<file path="config.mk">
export PLATFORM = sky130hd
export DESIGN_NAME = sec_full_xor
export DESIGN_NICKNAME = d
export VERILOG_FILES = /design/src/rtl/b2a_pkg.sv /design/src/rtl/sec_ref_fold.sv /design/src/rtl/sec_full_xor.sv
export SDC_FILE = /design/constraint.sdc
export NUM_CORES = 1
export LEC_CHECK = 0
export CORE_MARGIN = 5
export CORE_UTILIZATION = 35
export CTS_CLUSTER_SIZE = 28
export DETAILED_ROUTE_END_ITERATION = 8
export DONT_BUFFER_PORTS = 1
export GPL_ROUTABILITY_DRIVEN = 1
export PLACE_DENSITY_LB_ADDON = 0.1
export SLEW_MARGIN = 20
export SYNTH_ARGS = -nofsm -noshare
export SYNTH_HDL_FRONTEND = slang
export SYNTH_SLANG_ARGS = --single-unit
export TNS_END_PERCENT = 30
</file>
<file path="constraint.sdc">
create_clock -name clk -period 3.7 [get_ports clk]
set_input_delay 0.925 -clock clk [delete_from_list [all_inputs] [get_ports clk]]
set_output_delay 0.925 -clock clk [all_outputs]
set_load 0.02 [all_outputs]
</file>
<file path="src/rtl/b2a_pkg.sv">
// Shared definitions for the Boolean-to-arithmetic share-folding datapath.
package b2a_pkg;

  localparam int K_WIDTH_DEF  = 32;
  localparam int N_SHARES_DEF = 8;

  // Total width of a masked bus: one K-bit lane per share.
  function automatic int maskwidth(input int k_width, input int n_shares);
    return k_width * n_shares;
  endfunction

  // The active-share counter must be able to hold N_SHARES itself.
  function automatic int cnt_width(input int n_shares);
    return $clog2(n_shares) + 1;
  endfunction

  localparam int CNT_W_DEF = cnt_width(N_SHARES_DEF);

  typedef enum logic [1:0] {
    IDLE = 2'd0,
    RUN  = 2'd1,
    DONE = 2'd2
  } sec_fx_state_t;

endpackage

</file>
<file path="src/rtl/sec_ref_fold.sv">
// One combinational refresh-and-fold round over the active shares s[0..cnt-1].
// Every active share above s[0] is re-masked with its own random lane before
// the top active share is folded into s[0], so no XOR of two unrefreshed
// shares is ever formed.
module sec_ref_fold
  import b2a_pkg::*;
#(
  parameter int  K_WIDTH  = K_WIDTH_DEF,
  parameter int  N_SHARES = N_SHARES_DEF,
  localparam int CW       = cnt_width(N_SHARES)
) (
  input  logic [K_WIDTH*N_SHARES-1:0]     s_in,
  input  logic [(N_SHARES-1)*K_WIDTH-1:0] rnd,
  input  logic [CW-1:0]                   cnt,
  output logic [K_WIDTH*N_SHARES-1:0]     s_out
);

  logic [K_WIDTH-1:0] t [N_SHARES];

  // Refresh active lanes pairwise with s[0], then fold the refreshed top share.
  always_comb begin
    for (int i = 0; i < N_SHARES; i++) begin
      t[i] = s_in[i*K_WIDTH +: K_WIDTH];
    end
    for (int j = 1; j < N_SHARES; j++) begin
      if (j < int'(cnt)) begin
        t[0] = t[0] ^ rnd[(j-1)*K_WIDTH +: K_WIDTH];
        t[j] = t[j] ^ rnd[(j-1)*K_WIDTH +: K_WIDTH];
      end
    end
    for (int j = 1; j < N_SHARES; j++) begin
      if (j == int'(cnt) - 1) begin
        t[0] = t[0] ^ t[j];
      end
    end
    s_out = '0;
    for (int i = 0; i < N_SHARES; i++) begin
      s_out[i*K_WIDTH +: K_WIDTH] = t[i];
    end
  end

endmodule

</file>
<file path="src/rtl/sec_full_xor.sv">
// Unmasks N Boolean shares into a single K-bit value by repeated
// refresh-and-fold rounds, one round per enabled clock edge.
module sec_full_xor
  import b2a_pkg::*;
#(
  parameter int  K_WIDTH   = K_WIDTH_DEF,
  parameter int  N_SHARES  = N_SHARES_DEF,
  localparam int MASKWIDTH = maskwidth(K_WIDTH, N_SHARES)
) (
  input  logic                           clk,
  input  logic                           rst_n,
  input  logic                           ena,
  input  logic                           dvld,
  input  logic [(N_SHARES-1)*K_WIDTH-1:0] rnd,
  input  logic [MASKWIDTH-1:0]           z,
  output logic [K_WIDTH-1:0]             res,
  output logic                           ovld,
  output logic                           busy
);

  localparam int            CW       = cnt_width(N_SHARES);
  localparam logic [CW-1:0] CNT_LOAD = CW'(N_SHARES);
  localparam logic [CW-1:0] CNT_ONE  = CW'(1);
  localparam logic [CW-1:0] CNT_TWO  = CW'(2);

  sec_fx_state_t        state;
  sec_fx_state_t        state_nxt;
  logic [CW-1:0]        cnt;
  logic [MASKWIDTH-1:0] s;
  logic [MASKWIDTH-1:0] s_fold;

  sec_ref_fold #(
    .K_WIDTH  (K_WIDTH),
    .N_SHARES (N_SHARES)
  ) u_ref_fold (
    .s_in  (s),
    .rnd   (rnd),
    .cnt   (cnt),
    .s_out (s_fold)
  );

  // State register; holds whenever the global enable is low.
  always_ff @(posedge clk or negedge rst_n) begin
    if (!rst_n) begin
      state <= IDLE;
    end else if (ena) begin
      state <= state_nxt;
    end
  end

  // Next state: the round that brings cnt down to one ends the conversion.
  always_comb begin
    state_nxt = state;
    unique case (state)
      IDLE:    if (dvld) state_nxt = RUN;
      RUN:     if (cnt <= CNT_TWO) state_nxt = DONE;
      DONE:    state_nxt = IDLE;
      default: state_nxt = IDLE;
    endcase
  end

  // Busy decodes straight from the state register, so no input reaches it.
  always_comb begin
    busy = (state != IDLE);
  end

  // Share array and active count: load in IDLE, one round per enabled RUN edge.
  always_ff @(posedge clk or negedge rst_n) begin
    if (!rst_n) begin
      cnt <= '0;
      s   <= '0;
    end else if (ena) begin
      if (state == IDLE && dvld) begin
        s   <= z;
        cnt <= CNT_LOAD;
      end else if (state == RUN) begin
        s   <= s_fold;
        cnt <= (cnt > CNT_ONE) ? cnt - CNT_ONE : CNT_ONE;
      end
    end
  end

  // Result register captures the final s[0]; ovld pulses for the DONE cycle.
  always_ff @(posedge clk or negedge rst_n) begin
    if (!rst_n) begin
      res  <= '0;
      ovld <= 1'b0;
    end else if (ena) begin
      if (state == RUN && state_nxt == DONE) begin
        res  <= s_fold[K_WIDTH-1:0];
        ovld <= 1'b1;
      end else begin
        ovld <= 1'b0;
      end
    end
  end

endmodule

</file>
* Yosys cells after proc, flatten, opt, wreduce, memory -nomap -nowiden
Index checks and enable logic that the tools add are counted.
W data, S select, Z words.
** Operators by class
- Magnitude comparators :: 9
- Multiplexer cells :: 29
- Bitwise gates (word level) :: 21
- Add/subtract/negate cells :: 2
- Reductions and logical operators :: 7
- Eq/ne operators :: 9
** Operator list (count)
- $xor A32 B32 Y32 :: 21
- $mux W32 :: 19
- $mux W256 :: 2
- $eq A4 B32 Y1 const A :: 4
- $eq A3 B32 Y1 const A :: 2
- $mux W64 :: 1
- $eq A2 B32 Y1 const A :: 1
- $lt A3 B4 Y1 const A :: 4
- $mux W4 :: 3
- $lt A2 B4 Y1 const A :: 2
- $sub A4 B1 Y5 const B :: 1
- $gt A4 B1 Y1 const B :: 1
- $le A4 B2 Y1 const B :: 1
- $lt A1 B4 Y1 const A :: 1
- $mux W2 :: 2
- $pmux W2 S2 :: 1
- $reduce_and A2 Y1 :: 2
- $reduce_bool A2 Y1 :: 2
- $sub A4 B1 Y4 const B :: 1
- $eq A2 B1 Y1 const B :: 1
- $eq A2 B2 Y1 const B :: 1
- $logic_and A1 B1 Y1 :: 2
- $logic_not A2 Y1 :: 1
- $mux W1 :: 1
** Word-level totals
- Input port bits :: 484
- Bits in registers :: 295
- Output and inout port bits :: 34
- Word-level logic and storage cells :: 82

* Logic depth before layout (Yosys ltp)
Gate-level depths: netlist of run 1.
- Word-level depth :: 30
- Depth in mapped cells :: 16
- Mapped depth without buffers :: 10

* By module
A second synthesis of run 1 with hierarchy kept.
** Second synthesis, totals
- Cell total of the unflattened synthesis :: 2238
- Area total of the unflattened synthesis :: 25363.1 um2
** Modules (own cells, without submodules)
- sec_full_xor :: instances 1, cells each 935, area each 16139.2 um2, seq. area each 7382.1 um2
- sec_ref_fold :: instances 1, cells each 1303, area each 9223.8 um2, seq. area each 0.0 um2

* Worst setup path before layout of run 1
OpenSTA, ideal clock, no wires.
- Kind :: register to register
- Start point :: register cnt[1]
- End point :: register res[19]
- Period minus slack after synthesis :: 3.383 ns
- Setup time :: 0.125 ns
- Slack :: 0.317 ns
- Stages on the path, launching flop included :: 12
- Arrival :: 3.258 ns
- Path buffers :: 2
- Required time :: 3.575 ns
- Cell sequence :: dfrtp_1 > buf_2 > clkbuf_1 > inv_1 > ha_1 > nor4_4 > a22oi_1 > xor2_1 > xnor2_1 > xnor3_1 > xnor3_1 > mux2_2
** Between the ends
- Cells in the longest elaborated chain, start to end :: 28
- Elaborated cells on any way between the ends :: 54
- Classes of those cells :: 1 x add/sub; 8 x order compare; 8 x eq/ne; 22 x mux; 13 x bitwise; 2 x reduce/logical
** RTL lines
- start, declared :: RTL line sec_full_xor.sv:28 : logic [CW-1:0] cnt;
- start signal, assigned :: RTL line sec_full_xor.sv:78 : cnt <= (cnt > CNT_ONE) ? cnt - CNT_ONE : CNT_ONE;
- $lt A1 B4 Y1 :: RTL line sec_ref_fold.sv:26 : if (j < int'(cnt)) begin
- $mux W64 :: RTL line sec_ref_fold.sv:26
- $xor A32 B32 Y32 :: RTL line sec_ref_fold.sv:27 : t[0] = t[0] ^ rnd[(j-1)*K_WIDTH +: K_WIDTH];
- $mux W32 :: RTL line sec_ref_fold.sv:26
- $xor A32 B32 Y32 :: RTL line sec_ref_fold.sv:27
- $mux W32 :: RTL line sec_ref_fold.sv:26
- $xor A32 B32 Y32 :: RTL line sec_ref_fold.sv:27
- $mux W32 :: RTL line sec_ref_fold.sv:26
- [... 12 more ...]
- $xor A32 B32 Y32 :: RTL line sec_ref_fold.sv:33 : t[0] = t[0] ^ t[j];
- $mux W32 :: RTL line sec_ref_fold.sv:32 : if (j == int'(cnt) - 1) begin
- $xor A32 B32 Y32 :: RTL line sec_ref_fold.sv:33
- $mux W32 :: RTL line sec_ref_fold.sv:32
- $xor A32 B32 Y32 :: RTL line sec_ref_fold.sv:33
- $mux W32 :: RTL line sec_ref_fold.sv:32
- $xor A32 B32 Y32 :: RTL line sec_ref_fold.sv:33
- $mux W32 :: RTL line sec_ref_fold.sv:32
- end signal, assigned :: RTL line sec_full_xor.sv:90 : res <= s_fold[K_WIDTH-1:0];
- end, declared :: RTL line sec_full_xor.sv:16 : output logic [K_WIDTH-1:0] res,
Parallel ways exist; a longest one is shown, timed or not.
A chain may end at the register's enable or synchronous reset.

* Worst setup path after layout of run 1
- Start point :: register cnt[2]
- End point :: register res[12]
Same word-level chain as after synthesis.

==> summary.txt, run 1 <==
Status - finished, final reports clean
CP Data Required Time - 4150 ps
Yosys warns - 0
Count of buffers inserted at the top-level ports - 0
Main combinational cell family by area after synthesis - compound AO/OA/AOI/OAI gates
Number of detailed-route iterations in the first pass - 5
DIE HEIGHT - 272 um
Avg Synthesized Cell Area - 7.87 sq um
Tcrit/Tclk final - 0.976
Category of the worst setup path capture point - flip-flop
Worst max-slew margin expressed relative to the limit - 0.129
Boundary Pins - 518
Sequence of cells on the critical path - or2_4 > buf_4 > nor2_1 > a311oi_1 > buf_4 > xnor3_1 > o21ai_1
Placement Cell Area - 25300 sq um
GRT Residual Overflow - 0
Hold Buf Count CTS - 0
Clock Sink Count - 295
Shortest clock period the worst path allows after layout - 3610 ps
Worst-Skew Late Latency - 600 ps
Sequential cell area - 7390 sq um
Layout overhead on the synthesized area - 10.8%
XOR/XNOR Fraction of Synth Area - 0.205
Core Rows - 96
Setup WS pre-CTS - -46.5 ps
Main area contributors after synthesis - sky130_fd_sc_hd__dfrtp_1 (31%), sky130_fd_sc_hd__xor2_1 (9.9%), sky130_fd_sc_hd__a21oi_1 (9.4%)
Count of state elements after synthesis - 295
Most common cell type on the critical path - sky130_fd_sc_hd__buf_4
Crit Path Max Fanout - 28
Unrepaired setup endpoints after global routing - false
Post-DP HPWL - 96300 um
TritonCTS clock tree - built
Core box area - 68300 sq um
Non-filler instance count after layout - 3922
Top-area cell type share of the netlist area - 0.307
Proportion of synthesized area in mux cells - 0.0152
Area of combinational cells with multiple inputs - 15600 sq um
Final clock skew - 27.2 ps
Power Total - 29.9 mW
MaxCap Viol Count - 0
Power density cells - 1120 nW/um^2
Gpl congestion - 0.937
Master of the slowest instance on the critical path - sky130_fd_sc_hd__nor2_1
Wire length per cell - 32.1 um
Hold WC Path Type - primary input to async pin
Vias in the first global route - 22000
Transition time at the pin with the least slew margin - 1300 ps
Arrival @ worst endpoint - 4060 ps
Clock buffer count from CTS - 42
Startpoint kind of the worst setup timing path - flip-flop
Synthesized-area fraction occupied by ao, oa, aoi and oai cells - 0.264
Largest area contributor in the synthesized netlist - sky130_fd_sc_hd__dfrtp_1
Largest net degree at the start of global routing - 296
Deepest level of the CTS H-tree - 2
Pins Over Slew Limit - 0
Clock-pin transition on the worst setup and hold timing paths - 60 ps
Adder-cell area share of the yosys netlist - 0.00478
Count of vias placed by the detailed router - 23800
Total Nets Final - 3486
Number of nets produced by synthesis - 3548
Setup-failing EPs final - 0
Horiz. Die Dim - 272 um
Via-per-instance ratio - 6.06
Cell variety after synth - 80
Antenna violations before repair - 38
Initial Utilization - 0.352
Number of enable flip-flop cells after synthesis - 0
Worst Slack Setup Final - 90.3 ps
Post-detailed-routing wire length - 126000 um
Part of the Yosys area used for sequential elements - 0.307
Placed Cells incl. Taps - 3834
Commonest register cell after synthesis - sky130_fd_sc_hd__dfrtp_1
Number of DRC markers in iteration 0 - 2439
Proportion of register bits with asynchronous set or reset after synthesis - 1.00
ANT nets after route - 0
Crit path kind - flip-flop to flip-flop
Netlist area before placement - 24100 sq um
Util after Layout - 0.390
Peak clock frequency supported by timing - 0.277 GHz
Largest vdd supply drop - 548 uV
Count of final hold-check violations - 0
CTS root buffer - sky130_fd_sc_hd__clkbuf_16
Largest stage delay, worst path - 1000 ps
Cells after synthesis - 3058
DRC violation count after routing - 0
Die Footprint - 74100 sq um
Standby leakage power - 10.9 nW
Summed area of non-filler cells in the final layout - 26600 sq um
Number of inserted filler cells in the final layout - 7014
Maximum count of clock buffers along a single path - 3
Area fraction in and, or, nand and nor cells after synthesis - 0.153
First-pass GRT wire length - 173000 um
Fraction of layout cells with a size suffix above 1 - 0.0858
Global-route usage over all layers - 0.323
-- flip-flops by register name (all words and copies together) (netlist names) --
signal and flops:
res 32, s 256, cnt 4, state 2, ovld 1
-- layout make-up --
class	instances	share of cell area
antenna	22	0.00207
clock buffer	61	0.0455
clock inverter	5	0.00202
inverter	34	0.00479
multi-input combinational	2498	0.584
sequential	295	0.277
tap	882	0.0414
timing repair buffer	125	0.0427
-- cells in the mapped netlist (19+ instances only) --
library cell               count
sky130_fd_sc_hd__o21ai_1      41
sky130_fd_sc_hd__nor3_1       50
sky130_fd_sc_hd__xnor3_1      45
sky130_fd_sc_hd__inv_1        33
sky130_fd_sc_hd__o22ai_1     153
sky130_fd_sc_hd__nand3_1      33
sky130_fd_sc_hd__o21ai_0     236
sky130_fd_sc_hd__dfrtp_1     295
sky130_fd_sc_hd__xnor2_1     175
sky130_fd_sc_hd__xor2_1      271
sky130_fd_sc_hd__a21oi_1     451
sky130_fd_sc_hd__clkbuf_1    136
sky130_fd_sc_hd__buf_2        46
sky130_fd_sc_hd__buf_1        19
sky130_fd_sc_hd__a22oi_1      80
sky130_fd_sc_hd__nor2_1      342
sky130_fd_sc_hd__nand2_1     364
sky130_fd_sc_hd__mux2_2       21
-- what timing repair did --
action	4_1_cts	5_1_grt
setup buffers	0	0
endpoints found under the setup margin	4	3
resized for setup	3	2
-- worst paths after layout --
path | from | endpoint | slack [ps] | depth (start not counted)
worst max-delay path | cnt[2] | res[12] | 90 | 7
worst min-delay path | rst_n | s[151] | 40 | 0
worst max register to register | cnt[2] | res[12] | 90 | 7
worst min register to register | s[245] | s[245] | 500 | 2
max in group asynchronous | rst_n | s[21] | 3020 | 0
min in group clk | ena | state[1] | 460 | 1
-- cell usage in the layout, fill, tap and decap left out, types with 9 or more instances in the layout --
master / count
sky130_fd_sc_hd__o21ai_1: 41
sky130_fd_sc_hd__mux2i_1: 13
sky130_fd_sc_hd__dfrtp_1: 293
sky130_fd_sc_hd__clkbuf_1: 11
sky130_fd_sc_hd__inv_1: 33
sky130_fd_sc_hd__nand2_1: 362
sky130_fd_sc_hd__or3_1: 15
sky130_fd_sc_hd__diode_2: 22
sky130_fd_sc_hd__xor2_1: 271
sky130_fd_sc_hd__buf_4: 109
sky130_fd_sc_hd__nand3_1: 33
sky130_fd_sc_hd__a32oi_1: 13
sky130_fd_sc_hd__o211ai_1: 12
sky130_fd_sc_hd__nor2_1: 341
sky130_fd_sc_hd__a21oi_1: 451
sky130_fd_sc_hd__buf_12: 16
sky130_fd_sc_hd__o22ai_1: 153
sky130_fd_sc_hd__a22oi_1: 80
sky130_fd_sc_hd__mux2_2: 21
sky130_fd_sc_hd__clkbuf_16: 43
sky130_fd_sc_hd__xnor2_1: 175
sky130_fd_sc_hd__nor3_1: 50
sky130_fd_sc_hd__and2_1: 9
sky130_fd_sc_hd__nor2b_1: 13
sky130_fd_sc_hd__o221ai_1: 14
sky130_fd_sc_hd__a21o_1: 10
sky130_fd_sc_hd__o21ai_0: 236
sky130_fd_sc_hd__xnor3_1: 45
-- metrics by stage --
step | setup TNS, ps | hold WS [ps]
after global routing | 0 | 19.7
after CTS | 0 | 25.2
final | 0 | 40.6
after floorplan | 0 | 469
after detailed placement | -136 | 492
after global placement | -407 | 483
-- per-layer routing --
layer | share of wire | up-vias | global-route usage
met2 | 0.46 | 1095 | 0.512
li1 | - | 10600 | -
met4 | 0.036 | 24 | 0.109
met5 | 0.0014 | - | 0
met3 | 0.10 | 192 | 0.104
met1 | 0.40 | 11800 | 0.418
-- kinds of logic after synthesis --
| logic type | after synthesis |
|---|---|
| AO/OA/AOI/OAI | 1089 |
| AND/OR/NAND/NOR | 873 |
| XOR/XNOR | 492 |
| flip-flops | 295 |
| buffers and inverters | 265 |
| multiplexers | 34 |
| adder cells (fa/ha/maj) | 10 |
-- worst max-delay path, delay by kind of cell, from the launching register on --
| family | cells | cell delay [ps] |
|---|---|---|
| flops | 1 | 630 |
| compound gates | 2 | 420 |
| buf+inv | 2 | 510 |
| simple gates | 2 | 1460 |
| xor+xnor | 1 | 440 |
-- where the power goes --
group          switching [mW]  internal [mW]
Sequential               1.91           4.84
Clock                    1.69           2.31
Combinational            11.2           7.93
(Power assumes the default switching activity.)
==> run 2, diff against run 1 <==
--- a/config.mk
+++ b/config.mk
@@ -11,6 +11,7 @@
 export DETAILED_ROUTE_END_ITERATION = 8
 export DONT_BUFFER_PORTS = 1
 export GPL_ROUTABILITY_DRIVEN = 1
+export GPL_TIMING_DRIVEN = 0
 export PLACE_DENSITY_LB_ADDON = 0.1
 export SLEW_MARGIN = 20
 export SYNTH_ARGS = -nofsm -noshare
==> summary.txt, run 2 (synthesis results as in run 1) <==
Largest net degree at the start of global routing - 296 (unchanged)
Pins Over Slew Limit - 0 (unchanged)
Worst Slack Setup Final - -71.7 ps (was 90.3 ps)
Placement Cell Area - 25200 sq um (was 25300 sq um)
Number of DRC markers in iteration 0 - 3607 (was 2439)
Via-per-instance ratio - 6.39 (was 6.06)
Global-route usage over all layers - 0.394 (was 0.323)
Setup-failing EPs final - 21 (was 0)
Transition time at the pin with the least slew margin - 1200 ps (was 1300 ps)
Master of the slowest instance on the critical path - sky130_fd_sc_hd__buf_1 (was sky130_fd_sc_hd__nor2_1)
Startpoint kind of the worst setup timing path - flip-flop (unchanged)
CTS root buffer - sky130_fd_sc_hd__clkbuf_16 (unchanged)
Placed Cells incl. Taps - 3941 (was 3834)
Die Footprint - 74100 sq um (unchanged)
Horiz. Die Dim - 272 um (unchanged)
Deepest level of the CTS H-tree - 2 (unchanged)
Most frequent cells in the layout - sky130_fd_sc_hd__a21oi_1 (447), sky130_fd_sc_hd__nand2_1 (361), sky130_fd_sc_hd__nor2_1 (330) (was sky130_fd_sc_hd__a21oi_1 (451), sky130_fd_sc_hd__nand2_1 (362), sky130_fd_sc_hd__nor2_1 (341))
Post-detailed-routing wire length - 153000 um (was 126000 um)
Number of detailed-route iterations in the first pass - 6 (was 5)
Biggest regs - s x256, res x32, cnt x4 (unchanged)
Failing checks - negative setup slack
Largest vdd supply drop - 446 uV (was 548 uV)
Worst max-slew margin expressed relative to the limit - 0.198 (was 0.129)
Wire length per cell - 37.7 um (was 32.1 um)
Status - finished, violations left (was finished, final reports clean)
GRT Residual Overflow - 0 (unchanged)
Final clock skew - 33.7 ps (was 27.2 ps)
Reg2Reg Depth - 6 (was 7)
CP Data Required Time - 4100 ps (was 4150 ps)
MaxCap Viol Count - 0 (unchanged)
Count of buffers inserted at the top-level ports - 0 (unchanged)
Most common cell type on the critical path - sky130_fd_sc_hd__buf_1 (was sky130_fd_sc_hd__buf_4)
DRC violation count after routing - 0 (unchanged)
Clock buffer count from CTS - 40 (was 42)
Total Nets Final - 3614 (was 3486)
Logic depth of the worst setup path including buffers - 6 (was 7)
Non-filler instance count after layout - 4070 (was 3922)
First-pass GRT wire length - 204000 um (was 173000 um)
Hold WC Path Type - primary input to async pin (unchanged)
Peak clock frequency supported by timing - 0.265 GHz (was 0.277 GHz)
Crit path kind - flip-flop to flip-flop (unchanged)
Gpl congestion - 0.983 (was 0.937)
Maximum count of clock buffers along a single path - 3 (unchanged)
Largest stage delay, worst path - 910 ps (was 1000 ps)
DIE HEIGHT - 272 um (unchanged)
Crit Path Max Fanout - 10 (was 28)
Capturing element of the worst setup path - cnt[3] (was res[12])
Largest register by flop count - s (unchanged)
Setup WS pre-CTS - -1760 ps (was -46.5 ps)
Standby leakage power - 11.1 nW (was 10.9 nW)
Most common cell after layout, fill and taps aside - sky130_fd_sc_hd__a21oi_1 (unchanged)
Count of vias placed by the detailed router - 26000 (was 23800)
Boundary Pins - 518 (unchanged)
Initial Utilization - 0.352 (unchanged)
Layout overhead on the synthesized area - 15.1% (was 10.8%)
Core box area - 68300 sq um (unchanged)
Reg2reg setup slack - -70 ps (was 90 ps)
ANT nets after route - 0 (unchanged)
Fraction of layout cells with a size suffix above 1 - 0.111 (was 0.0858)
Reg-to-Reg End - cnt[3] (was res[12])
Post-DP HPWL - 121000 um (was 96300 um)
Power density cells - 1230 nW/um^2 (was 1120 nW/um^2)
Reg2reg start - state[0] (was cnt[2])
Category of the worst setup path capture point - flip-flop (unchanged)
Count of final hold-check violations - 0 (unchanged)
TritonCTS clock tree - built (unchanged)
Largest delay contributor family on the critical path - buffers and inverters (was simple AND/OR/NAND/NOR gates)
Sequence of cells on the critical path - o211ai_1 > buf_4 > clkbuf_1 > buf_1 > buf_1 > o22ai_1 (was or2_4 > buf_4 > nor2_1 > a311oi_1 > buf_4 > xnor3_1 > o21ai_1)
Max FFs per register - 256 (unchanged)
Clock-pin transition on the worst setup and hold timing paths - 60 ps (about the same)
Core Rows - 96 (unchanged)
Vias in the first global route - 24300 (was 22000)
Worst setup path startpoint - state[0] (was cnt[2])
Final total negative setup slack - -438 ps (was 0 ps)
Worst-Skew Late Latency - 590 ps (was 600 ps)
Arrival @ worst endpoint - 4170 ps (was 4060 ps)
Unrepaired setup endpoints after global routing - true (was false)
Shortest clock period the worst path allows after layout - 3770 ps (was 3610 ps)
Tcrit/Tclk final - 1.02 (was 0.976)
Number of inserted filler cells in the final layout - 7032 (was 7014)
Summed area of non-filler cells in the final layout - 27700 sq um (was 26600 sq um)
Bufs and invs on worst path - 4 (was 2)
Clock Sink Count - 295 (unchanged)
Antenna violations before repair - 35 (was 38)
## run 2: how the worst min path moves through the flow
stage,from,end,slack (ps),depth (start not counted)
global route,rst_n,res[22],40,0
global placement,s[81],s[81],480,2
CTS,rst_n,res[22],40,0
detailed placement,s[8],s[8],490,2
floorplan,s[130],s[130],470,2
finish,rst_n,res[22],60,0
## run 2: worst reg2reg max path, stage by stage, from the launching register on
cell and delay [ps]:
sky130_fd_sc_hd__dfrtp_1 420, sky130_fd_sc_hd__o211ai_1 460, sky130_fd_sc_hd__buf_4 280, sky130_fd_sc_hd__clkbuf_1 570, sky130_fd_sc_hd__buf_1 760, sky130_fd_sc_hd__buf_1 910, sky130_fd_sc_hd__o22ai_1 210
## run 2: report_power, final
part	switching, mW	internal, mW
Sequential	1.83	4.84
Combinational	14.7	8.50
Clock	1.74	2.43
## run 2: timing repair
item	4_1_cts	5_1_grt
resized for setup	170	47
hold buffers	0	0
buffers inserted	17	5
gates cloned	1	0
endpoints found under the setup margin	104	65
pin swaps	24	14
## run 2: layout make-up
class / instances / area [sq um] / share of cell area
Multi-Input combinational cell: 2498 / 16200 / 0.585
Sequential cell: 295 / 7380 / 0.267
Buffer: 230 / 1250 / 0.0451
Clock buffer: 55 / 1140 / 0.0411
Tap cell: 882 / 1100 / 0.0398
Timing Repair Buffer: 25 / 201 / 0.00727
Clock inverter: 16 / 191 / 0.00691
Inverter: 34 / 128 / 0.00461
Antenna cell: 35 / 87.6 / 0.00316
## run 2: routing by layer
metal	vias to the layer above	track usage	routed length (um)
li1	10900	-	-
met1	12900	0.484	56700
met2	1796	0.608	67300
met3	373	0.131	18400
met4	10	0.221	10900
met5	-	0	62
## run 2: through the flow
| stage | total power [mW] | util | hold WS, ps |
|---|---|---|---|
| after global routing | 35.1 | 0.405 | 44.7 |
| after detailed placement | 27.5 | 0.369 | 490 |
| final | 34.0 | 0.405 | 56.3 |
| after global placement | 27.2 | 0.368 | 482 |
| after CTS | 33.0 | 0.401 | 42.7 |
| after floorplan | 19.6 | - | 469 |
